`src/rtl/fbuf_bank_arbiter.sv`:
```
// Double-buffered frame buffer write scheduler: streams capture-FIFO pixels into the
// write bank and hands the finished frame to the display at the next vsync.
//
// state     | meaning
// ----------+----------------------------------------------------------
// RUN       | popping the FIFO and writing the current frame
// WAIT_SWAP | frame fully written, holding until the display vsync

module fbuf_bank_arbiter #(
    parameter int DATA_WIDTH   = 16,
    parameter int FRAME_PIXELS = 230400,
    parameter int ADDR_WIDTH   = 18
) (
    input  logic                  i_clk,
    input  logic                  i_rstn,
    input  logic                  i_flush,
    input  logic                  i_almostempty,
    output logic                  o_rd,
    input  logic [DATA_WIDTH-1:0] i_rdata,
    output logic                  o_wr,
    output logic [ADDR_WIDTH-1:0] o_waddr,
    output logic [DATA_WIDTH-1:0] o_wdata,
    output logic                  o_wbank,
    input  logic                  i_disp_vsync,
    output logic                  o_rbank,
    output logic                  o_frame_done,
    output logic                  o_swap,
    output logic [7:0]            o_frame_cnt
);

    typedef enum logic {
        RUN       = 1'b0,
        WAIT_SWAP = 1'b1
    } state_t;

    localparam logic [ADDR_WIDTH-1:0] FRAME_END = ADDR_WIDTH'(FRAME_PIXELS);
    localparam logic [ADDR_WIDTH-1:0] LAST_ADDR = ADDR_WIDTH'(FRAME_PIXELS - 1);
    localparam logic [ADDR_WIDTH-1:0] CNT_ONE   = ADDR_WIDTH'(1);

    state_t                state, state_nxt;
    logic [ADDR_WIDTH-1:0] rd_cnt;
    logic [ADDR_WIDTH-1:0] wr_cnt;
    logic                  rd_q;
    logic                  last_wr;
    logic                  do_swap;

    assign o_rd    = (state == RUN) && !i_almostempty && (rd_cnt != FRAME_END) && !i_flush;
    assign last_wr = rd_q && (wr_cnt == LAST_ADDR) && !i_flush;
    assign do_swap = (state == WAIT_SWAP) && i_disp_vsync && !i_flush;

    always_comb begin
        state_nxt = state;
        if (i_flush) begin
            state_nxt = RUN;
        end else begin
            case (state)
                RUN:       if (last_wr) state_nxt = WAIT_SWAP;
                WAIT_SWAP: if (i_disp_vsync) state_nxt = RUN;
                default:   state_nxt = RUN;
            endcase
        end
    end

    always_ff @(posedge i_clk) begin
        if (!i_rstn) begin
            state <= RUN;
        end else begin
            state <= state_nxt;
        end
    end

    always_ff @(posedge i_clk) begin
        if (!i_rstn) begin
            rd_cnt       <= '0;
            wr_cnt       <= '0;
            rd_q         <= 1'b0;
            o_wr         <= 1'b0;
            o_waddr      <= '0;
            o_wdata      <= '0;
            o_wbank      <= 1'b0;
            o_rbank      <= 1'b1;
            o_frame_done <= 1'b0;
            o_swap       <= 1'b0;
            o_frame_cnt  <= 8'd0;
        end else begin
            rd_q         <= o_rd;
            o_frame_done <= last_wr;
            o_swap       <= do_swap;
            if (i_flush) begin
                // the word popped last cycle is dropped along with the partial frame
                rd_cnt <= '0;
                wr_cnt <= '0;
                o_wr   <= 1'b0;
            end else begin
                if (do_swap) begin
                    rd_cnt      <= '0;
                    wr_cnt      <= '0;
                    o_rbank     <= o_wbank;
                    o_wbank     <= ~o_wbank;
                    o_frame_cnt <= o_frame_cnt + 8'd1;
                end else if (o_rd) begin
                    rd_cnt <= rd_cnt + CNT_ONE;
                end
                // rd_q is never set in WAIT_SWAP, so this cannot collide with a swap
                if (rd_q) begin
                    o_wr    <= 1'b1;
                    o_wdata <= i_rdata;
                    o_waddr <= wr_cnt;
                    wr_cnt  <= wr_cnt + CNT_ONE;
                end else begin
                    o_wr <= 1'b0;
                end
            end
        end
    end

endmodule

```
`config.mk`:
```
export PLATFORM = sky130hd
export DESIGN_NAME = fbuf_bank_arbiter
export DESIGN_NICKNAME = d
export VERILOG_FILES = /design/src/rtl/fbuf_bank_arbiter.sv
export SDC_FILE = /design/constraint.sdc
export NUM_CORES = 1
export LEC_CHECK = 0
export ABC_CLOCK_PERIOD_IN_PS = 2960
export BUFFER_PORTS_ARGS = -buffer_cell sky130_fd_sc_hd__buf_2
export CAP_MARGIN = 10
export CORE_ASPECT_RATIO = 1.25
export CORE_UTILIZATION = 40
export CTS_CLUSTER_DIAMETER = 50
export CTS_CLUSTER_SIZE = 30
export DETAILED_ROUTE_END_ITERATION = 8
export GPL_TIMING_DRIVEN = 0
export HOLD_SLACK_MARGIN = 0.06
export PLACE_DENSITY = 0.71
export SLEW_MARGIN = 10
export SYNTH_ARGS = -nofsm -noshare
export SYNTH_HDL_FRONTEND = slang
export SYNTH_SLANG_ARGS = --single-unit
```
`constraint.sdc`:
```
create_clock -name i_clk -period 2.96 [get_ports i_clk]
set_input_delay 0.592 -clock i_clk [delete_from_list [all_inputs] [get_ports i_clk]]
set_output_delay 0.592 -clock i_clk [all_outputs]
set_load 0.02 [all_outputs]
```
Word-level counts from Yosys, hierarchy flattened
Index checks and enable logic that the tools add are counted.
{ "op_classes": {"addsub": 3, "multipliers": 0, "div_mod_pow": 0, "n_lt_le_gt_ge": 0, "eq_ne": 2, "n_shift": 0, "n_mux": 6, "n_bitwise": 4, "n_reduce_logical": 14} }
{ "op_table": {"columns": ["op", "count"], "rows": [
  ["18-bit by 1-bit adder with 18-bit output (second input constant)", 2],
  ["18-bit two-way mux", 2],
  ["18-bit equality test (second input constant)", 1],
  ["18-bit inequality test (second input constant)", 1],
  ["8-bit by 1-bit adder with 8-bit output (second input constant)", 1],
  ["1-bit logical AND", 7],
  ["1-bit NOT", 4],
  ["2-bit AND reduction", 2],
  ["1-bit two-way mux", 3],
  ["3-bit OR reduction", 1],
  ["1-bit logical NOT", 2],
  ["1-bit one-hot mux with 2 select lines", 1],
  ["2-bit nonzero test", 1],
  ["2-bit OR reduction", 1]
]} }
{ "totals": {"ff_bits": 85, "latch_bits": 0, "mem_bits_rw": 0, "romBits": 0, "inputBits": 21, "wordCells": 41, "mem_count": 0} }

Longest topological paths before layout
Gate-level depths: netlist (run 1).
{ "logic_depth": {"ltp_word": 5, "mapped_depth": 6} }

Worst setup path after synthesis (run 1)
Ideal clock, no wire load.
{ "synth_path": {"path_type": "input to output", "from": "input i_flush", "to": "output o_rd", "arrival_ns": 1.451, "slack_ns": 0.917, "cell_stages": 3, "n_path_buf": 1, "path_cell_list": "buf_6 nor3_4 a21boi_2"} }
{ "synth_via": {"elab_chain_len": 2} }
{ "synth_rtl": {"columns": ["item", "line", "text"], "rows": [
  ["start, declared", "16", "input logic i_flush,"],
  ["1-bit logical NOT", "47", "assign o_rd = (state == RUN) && !i_almostempty && (rd_cnt != FRAME_END) && !i_flush;"],
  ["1-bit logical AND", "47", null],
  ["end, declared", "18", "output logic o_rd,"]
]} }
No other way between the ends.

Worst setup path in the final report (run 1)
{ "layout_path": {"from": "register rd_cnt[13]", "to": "output o_rd"} }
{ "layout_via": {"elab_chain_len": 3} }
{ "layout_rtl": {"columns": ["item", "line", "text"], "rows": [
  ["start, declared", "41", "logic [ADDR_WIDTH-1:0] rd_cnt;"],
  ["start signal, assigned", "102", "rd_cnt <= rd_cnt + CNT_ONE;"],
  ["18-bit inequality test", "47", null],
  ["1-bit logical AND (2 in a row)", "47", null]
]} }
No other way between the ends.

==> results of run 1 <==
-- cells by family (layout without fill, tap and decap cells) --
group / after synthesis / count (layout) / share of synthesized area
AND/OR/NAND/NOR: 205 / 205 / 0.284
AO/OA/AOI/OAI: 79 / 79 / 0.150
multiplexers: 8 / 8 / 0.0229
XOR/XNOR: 15 / 15 / 0.0359
adder cells (fa/ha/maj): 4 / 4 / 0.0137
buffers and inverters: 25 / 108 / 0.0287
flip-flops: 85 / 85 / 0.465
-- power by group --
group	switching (µW)	internal [µW]	total (µW)	leakage (µW)
Clock	401	519	920	0.000116
Sequential	4.55	1150	1150	0.000685
Combinational	54.9	33.8	88.8	0.000922
Total	461	1700	2160	0.00172
-- registers in the layout, summed over array words and instances, names as in the netlist, 8 cells and up --
signal / count
o_frame_cnt: 8
rd_cnt: 18
wr_cnt: 18
o_wdata: 16
o_waddr: 18
-- worst max-delay path: stages (launching register included) --
cell	delay, ns
dfxtp_1	0.34
or4b_1	0.54
nor4_2	0.35
a21boi_2	0.15
buf_2	0.18
-- worst max-delay path by stage --
stage          depth (start not counted)  endpoint       start
2_1_floorplan                          3      o_rd     i_flush
3_3_place_gp                           4      o_rd     i_flush
3_5_place_dp                           4      o_rd     i_flush
4_1_cts                                4      o_rd  rd_cnt[13]
5_1_grt                                4      o_rd  rd_cnt[12]
6_report                               4      o_rd  rd_cnt[13]
-- layer usage --
metal  track usage  vias to the layer above  wire, µm
met2         0.307                       69      4000
met1         0.215                     1544      3630
met3        0.0409                       12       252
met4        0.0796                        0       128
li1              -                     1628         -
met5             0                        -         0
-- per-stage QoR --
stage / hold slack, ns / total power [µW] / cells
2_1_floorplan: 0.447 / 1230 / 421
3_3_place_gp: 0.447 / 1270 / 608
3_5_place_dp: 0.456 / 1270 / 608
4_1_cts: 0.453 / 2190 / 624
5_1_grt: 0.468 / 2240 / 624
6_report: 0.459 / 2160 / 624
-- cells in the final DEF, fill, tap and decap left out, types with 2 or more instances in the layout --
cell type,netlist,routed
or3_1,9,9
nand3_1,12,12
mux2_2,3,3
bufinv_16,0,2
nand3_2,2,2
nand3b_1,2,2
nand4_1,13,13
ha_1,4,4
a21oi_1,15,15
and4_1,5,5
nor2b_1,2,2
xnor2_1,6,6
nand2b_1,4,4
clkinv_2,0,2
and3b_1,3,3
o21ai_0,9,9
or4_1,6,6
o31ai_1,2,2
o211ai_1,3,3
o41ai_1,2,2
mux2i_1,5,5
a21boi_0,37,37
nor3_1,2,2
xor2_1,9,9
buf_2,0,67
inv_1,4,4
clkbuf_8,0,11
dfxtp_1,85,85
and3_1,9,9
clkbuf_1,19,20
o21a_1,2,2
nand2_1,97,97
and2_1,12,12
nor2_1,20,20
-- synth_stat cells, types with 2 or more instances --
cell type | instances | area, µm²
or4_1 | 6 | 45.0
o31ai_1 | 2 | 15.0
inv_1 | 4 | 15.0
ha_1 | 4 | 50.1
nor2b_1 | 2 | 12.5
o41ai_1 | 2 | 17.5
clkbuf_1 | 19 | 71.3
o21a_1 | 2 | 15.0
nand3_1 | 12 | 60.1
xor2_1 | 9 | 78.8
xnor2_1 | 6 | 52.6
mux2i_1 | 5 | 50.1
dfxtp_1 | 85 | 1700
and3_1 | 9 | 56.3
nand3_2 | 2 | 20.0
nor2_1 | 20 | 75.1
or3_1 | 9 | 56.3
mux2_2 | 3 | 33.8
o21ai_0 | 9 | 45.0
o211ai_1 | 3 | 22.5
nand3b_1 | 2 | 15.0
a21boi_0 | 37 | 278
and4_1 | 5 | 43.8
and3b_1 | 3 | 26.3
and2_1 | 12 | 75.1
nand4_1 | 13 | 81.3
nand2_1 | 97 | 364
nand2b_1 | 4 | 25.0
a21oi_1 | 15 | 75.1
nor3_1 | 2 | 10.0
-- area by class of cell --
cell class              count  area (µm²)
inverters                   4        15.0
clock inverters             4        70.1
flip-flops and latches     85        1700
repair buffers             67         335
clock buffers              12         155
multi-input cells         311        1850
plain buffers              21        90.1
well taps                 120         150
fillers                   871        4420
==> key figures, run 1 <==
Route
  • WL/cell: approximately 13 µm
  • Total Wirelength: 8010 µm
  • DR vias: about 3300
  • DR iter-0 viols: around 120
  • Vias per cell: between 5 and 6
  • Final ANT Viol Nets: 0
  • Drt first pass iters: 4
  • DRC violations left: 0

Worst hold path
  • Worst hold path depth: 2
  • WHS Endpoint: o_waddr[10]
  • Hold path start: o_waddr[10]
  • Hold WC Path Type: reg -> reg

Floorplan
  • Die width: roughly 88 µm
  • Initial Utilization: 0.416
  • Core area: about 8800 µm²
  • # IOs: just under 70
  • Row cnt: 38
  • DIE HEIGHT: roughly 110 µm
  • Die Area: ~9500 µm²

Critical path
  • Crit path kind: reg -> out
  • Startpoint Class: flip-flop
  • Reg2reg start: rd_q
  • Worst-path maximum fanout: 4
  • R2r setup slk: ~1.1 ns
  • CP required: between 2 and 2.5 ns
  • Critical Path AT: around 1.9 ns
  • Crit path capture type: primary output
  • Path depth of the worst reg2reg path: 5
  • Critical R2R Capture: o_frame_done

Timing
  • Final min period: between 2 and 2.5 ns
  • # setup viols final: 0
  • Final slew viol count: 0
  • RSZ-0062 raised after global routing: false
  • Measured slew at the worst slew-check pin: approximately 0.66 ns
  • Endpoints failing hold: 0
  • Setup TNS: 0 ns
  • Final WS setup: about 0.46 ns
  • Period utilization: 0.843
  • Worst rel slew slack: 0.563
  • Max frequency: around 0.4 GHz
  • Post-Route Skew: between 0.009 and 0.01 ns

Clocking
  • TritonCTS clock tree: yes
  • Clk sinks: 85
  • Worst-Skew Late Latency: ~0.36 ns
  • Clock tree buffer depth: 2
  • Hold buffer count at CTS: 0
  • CTS Buf Count: 9
  • Post-CTS Resized: 0
  • # Post-CTS Setup Buffers: 0
  • CTS root buf: clkbuf_8
  • H-tree Lvls: 3
  • Reg clk slew, reported paths: approximately 0.08 ns

Finish
  • ANT cells: 0
  • Design area: about 4400 µm²
  • Nets: 524
  • Proportion of layout cells with a drive suffix above 1: 0.185
  • Final core occ: 0.497
  • Area grow syn2layout: 19.4%

Synthesis
  • Synth Area per Inst: approximately 8.7 µm²
  • Synthesized area: roughly 3700 µm²
  • Net Count, Synth: 446
  • Async SR Flop Fraction: 0
  • Post-synthesis sequential area ratio: 0.465
  • Yosys warns: 0
  • Syn Inst Count: roughly 420
  • Count of different cell masters after synthesis: 48
  • Flops & latches, synth: 85
  • EDFF count, synth: 0
  • Primary FF master, synth: dfxtp_1

Global route
  • First-pass GRT wire length: 13300 µm
  • Number of global-route vias before repair: ~3000
  • Pin count of the biggest net entering global routing: 14
  • Total gr overflow: 0
  • Initial antenna violation count: 0
  • Global-route usage over all layers: 0.180

Power
  • Worst vdd ir: between 150 and 200 µV
  • Pleak: ~0.0017 µW
  • PD cells: between 400 and 500 nW/µm²

Placement
  • Post-DP HPWL: between 5000 and 6000 µm
  • Input/output buffers: between 60 and 70
  • Placed Area: a little over 4000 µm²
  • Placement Setup Slack: ~0.71 ns
  • Global placer's final weighted congestion: around 0.83

Flow run
  • Max-cap viol count: 0

Outcome
  • Outcome: finished clean
No activity file was read; power rests on OpenSTA's default activity.
==> run 2, diff against run 1 <==
- ABC_CLOCK_PERIOD_IN_PS: 2960 -> 2240
- PLACE_DENSITY: 0.71 -> 0.73
- clock period: 2.96 -> 2.24 ns (I/O delays scaled with it)
==> key figures, run 2 (synthesis results as in run 1) <==
Power
  • Worst vdd ir: 270 µV (+47%)
  • Sw frac: 0.236 (+0.0230)
  • PD cells: 628 nW/µm² (+27%)
  • P_int: 2120 µW (+24%)
  • Sequential share of power: 0.550 (+0.017)
  • Pleak: 0.00172 µW (about the same)
  • Logic pwr share: 0.043 (+0.002)
  • Switching Power: 654 µW (+42%)
  • Clock share of power: 0.407 (-0.019)

Global route
  • First-pass GRT wire length: 13700 µm (+3.1%)
  • Global-route usage over all layers: 0.183 (+0.00319)
  • Total gr overflow: 0 (unchanged)
  • Pin count of the biggest net entering global routing: 16 (+2)
  • Initial antenna violation count: 0 (unchanged)
  • Number of global-route vias before repair: 3015 (+2.9%)

Route
  • DR vias: 3256 (+0.092%)
  • Vias per cell: 5.18 (-0.55%)
  • Total Wirelength: 8190 µm (+2.2%)
  • Drt first pass iters: 4 (unchanged)
  • Final ANT Viol Nets: 0 (unchanged)
  • WL/cell: 13.0 µm (+1.6%)
  • DR iter-0 viols: 140 (+22%)
  • DRC violations left: 0 (unchanged)

Critical path
  • Reg2reg start: state
  • CP required: 1.79 ns (-0.58 ns)
  • Worst-path maximum fanout: 2 (-2)
  • Crit. Startpoint: rd_cnt[9]
  • Startpoint Class: flip-flop
  • Crit path kind: reg -> out
  • Crit path capture type: primary output
  • Critical Path AT: 1.83 ns (-0.07 ns)

Clocking
  • Clk sinks: 85 (unchanged)
  • Reg clk slew, reported paths: 0.09 ns (about the same)
  • CTS Buf Count: 9 (unchanged)
  • Hold buffer count at CTS: 0 (unchanged)
  • Clock tree buffer depth: 2 (unchanged)
  • TritonCTS clock tree: yes
  • H-tree Lvls: 3 (unchanged)
  • CTS root buf: clkbuf_8
  • Worst-Skew Late Latency: 0.36 ns (about the same)

Floorplan
  • Initial Utilization: 0.416 (unchanged)
  • DIE HEIGHT: 109 µm (unchanged)
  • Row cnt: 38 (unchanged)
  • Core area: 8800 µm² (unchanged)
  • # IOs: 69 (unchanged)
  • Die width: 87.6 µm (unchanged)
  • Die Area: 9540 µm² (unchanged)

Timing
  • Measured slew at the worst slew-check pin: 0.663 ns (+0.00751 ns)
  • Worst rel slew slack: 0.558 (-0.00501)
  • Final min period: roughly 2.3 ns
  • Post-Route Skew: 0.00771 ns (-0.00174 ns)
  • Setup TNS: -0.0363 ns (-0.0363 ns)
  • Final WS setup: -0.0363 ns (-0.500 ns)
  • Final slew viol count: 0 (unchanged)
  • # setup viols final: 1 (+1)
  • Max frequency: 0.439 GHz
  • Period utilization: 1.02
  • Final Hold Slack: 0.329 ns (-0.130 ns)
  • Endpoints failing hold: 0 (unchanged)
  • RSZ-0062 raised after global routing: true

Finish
  • Biggest regs: o_waddr: 18 flops, rd_cnt: 18 flops, wr_cnt: 18 flops
  • Final core occ: 0.502 (+0.00455)
  • Commonest non-fill, non-tap cell in the layout: nand2_1
  • Most frequent cells in the layout: 97 x nand2_1, 80 x dfxtp_1, 66 x buf_2
  • Layout fillers: 863 (-0.92%)
  • ANT cells: 0 (unchanged)
  • Area grow syn2layout: 20.5%
  • Nets: 528 (+0.76%)
  • Proportion of layout cells with a drive suffix above 1: 0.207 (+0.0222)

Outcome
  • Failing checks: setup timing
  • Outcome: complete, but fails checks

Placement
  • Global placer's final weighted congestion: 0.827 (-0.73%)
  • Post-DP HPWL: 5830 µm (+0.33%)
  • Input/output buffers: 67 (unchanged)
  • Placement Setup Slack: 0.223 ns (-0.492 ns)

Flow run
  • Max-cap viol count: 0 (unchanged)

Worst hold path
  • Hold path start: i_rdata[11]
  • Hold WC Path Type: in -> reg
## run 2: repair_timing
item                                    in CTS  in global routing
hold endpoints to repair                     0                  0
endpoints found under the setup margin       1                  1
setup buffers                                4                  0
resized for setup                           10                  0
pin swaps                                    3                  0
## run 2: through the flow
step | area [µm²] | total power (µW) | instances
2_1_floorplan | 3660 | 1630 | 421
3_3_place_gp | 4150 | 1680 | 608
3_5_place_dp | 4150 | 1680 | 608
4_1_cts | 4410 | 2800 | 628
5_1_grt | 4410 | 2880 | 628
6_report | 4410 | 2770 | 628
## run 2: cell type report
cell class	count	area [µm²]	share of cell area
Clock buffer	10	138	0.0312
Buffer	21	90.1	0.0204
Timing Repair Buffer	71	368	0.0834
Inverter	4	15.0	0.00340
Clock inverter	6	70.1	0.0159
Multi-Input combinational cell	311	1870	0.424
Tap cell	120	150	0.0340
Sequential cell	85	1710	0.388
## run 2: worst paths after layout
path / to / slack (ns) / depth (start not counted)
hold reg to reg: o_wdata[11] / 0.46 / 2
hold / removal: o_wdata[11] / 0.33 / 3
setup / recovery: o_rd / -0.04 / 4
setup reg to reg: rd_cnt[16] / 0.39 / 5
## run 2: critical path, stage by stage (launching register included)
cell	delay [ns]
dfxtp_2	0.33
or4_4	0.54
nor4_4	0.32
a21boi_2	0.12
buf_4	0.17
## run 2: power by group through the flow
stage | Sequential [µW] | Clock (µW) | Combinational [µW]
6_report | 1520 | 1130 | 119
5_1_grt | 1520 | 1220 | 133
4_1_cts | 1520 | 1150 | 121
3_5_place_dp | 1560 | 0 | 118
3_3_place_gp | 1560 | 0 | 116
2_1_floorplan | 1570 | 0 | 63.2
## run 2: layer usage
metal,global-route usage,vias up,routed length (µm)
met4,0.0831,0,179
met1,0.214,1503,3480
met3,0.0424,17,412
li1,-,1631,-
met2,0.317,105,4120
met5,0,-,0
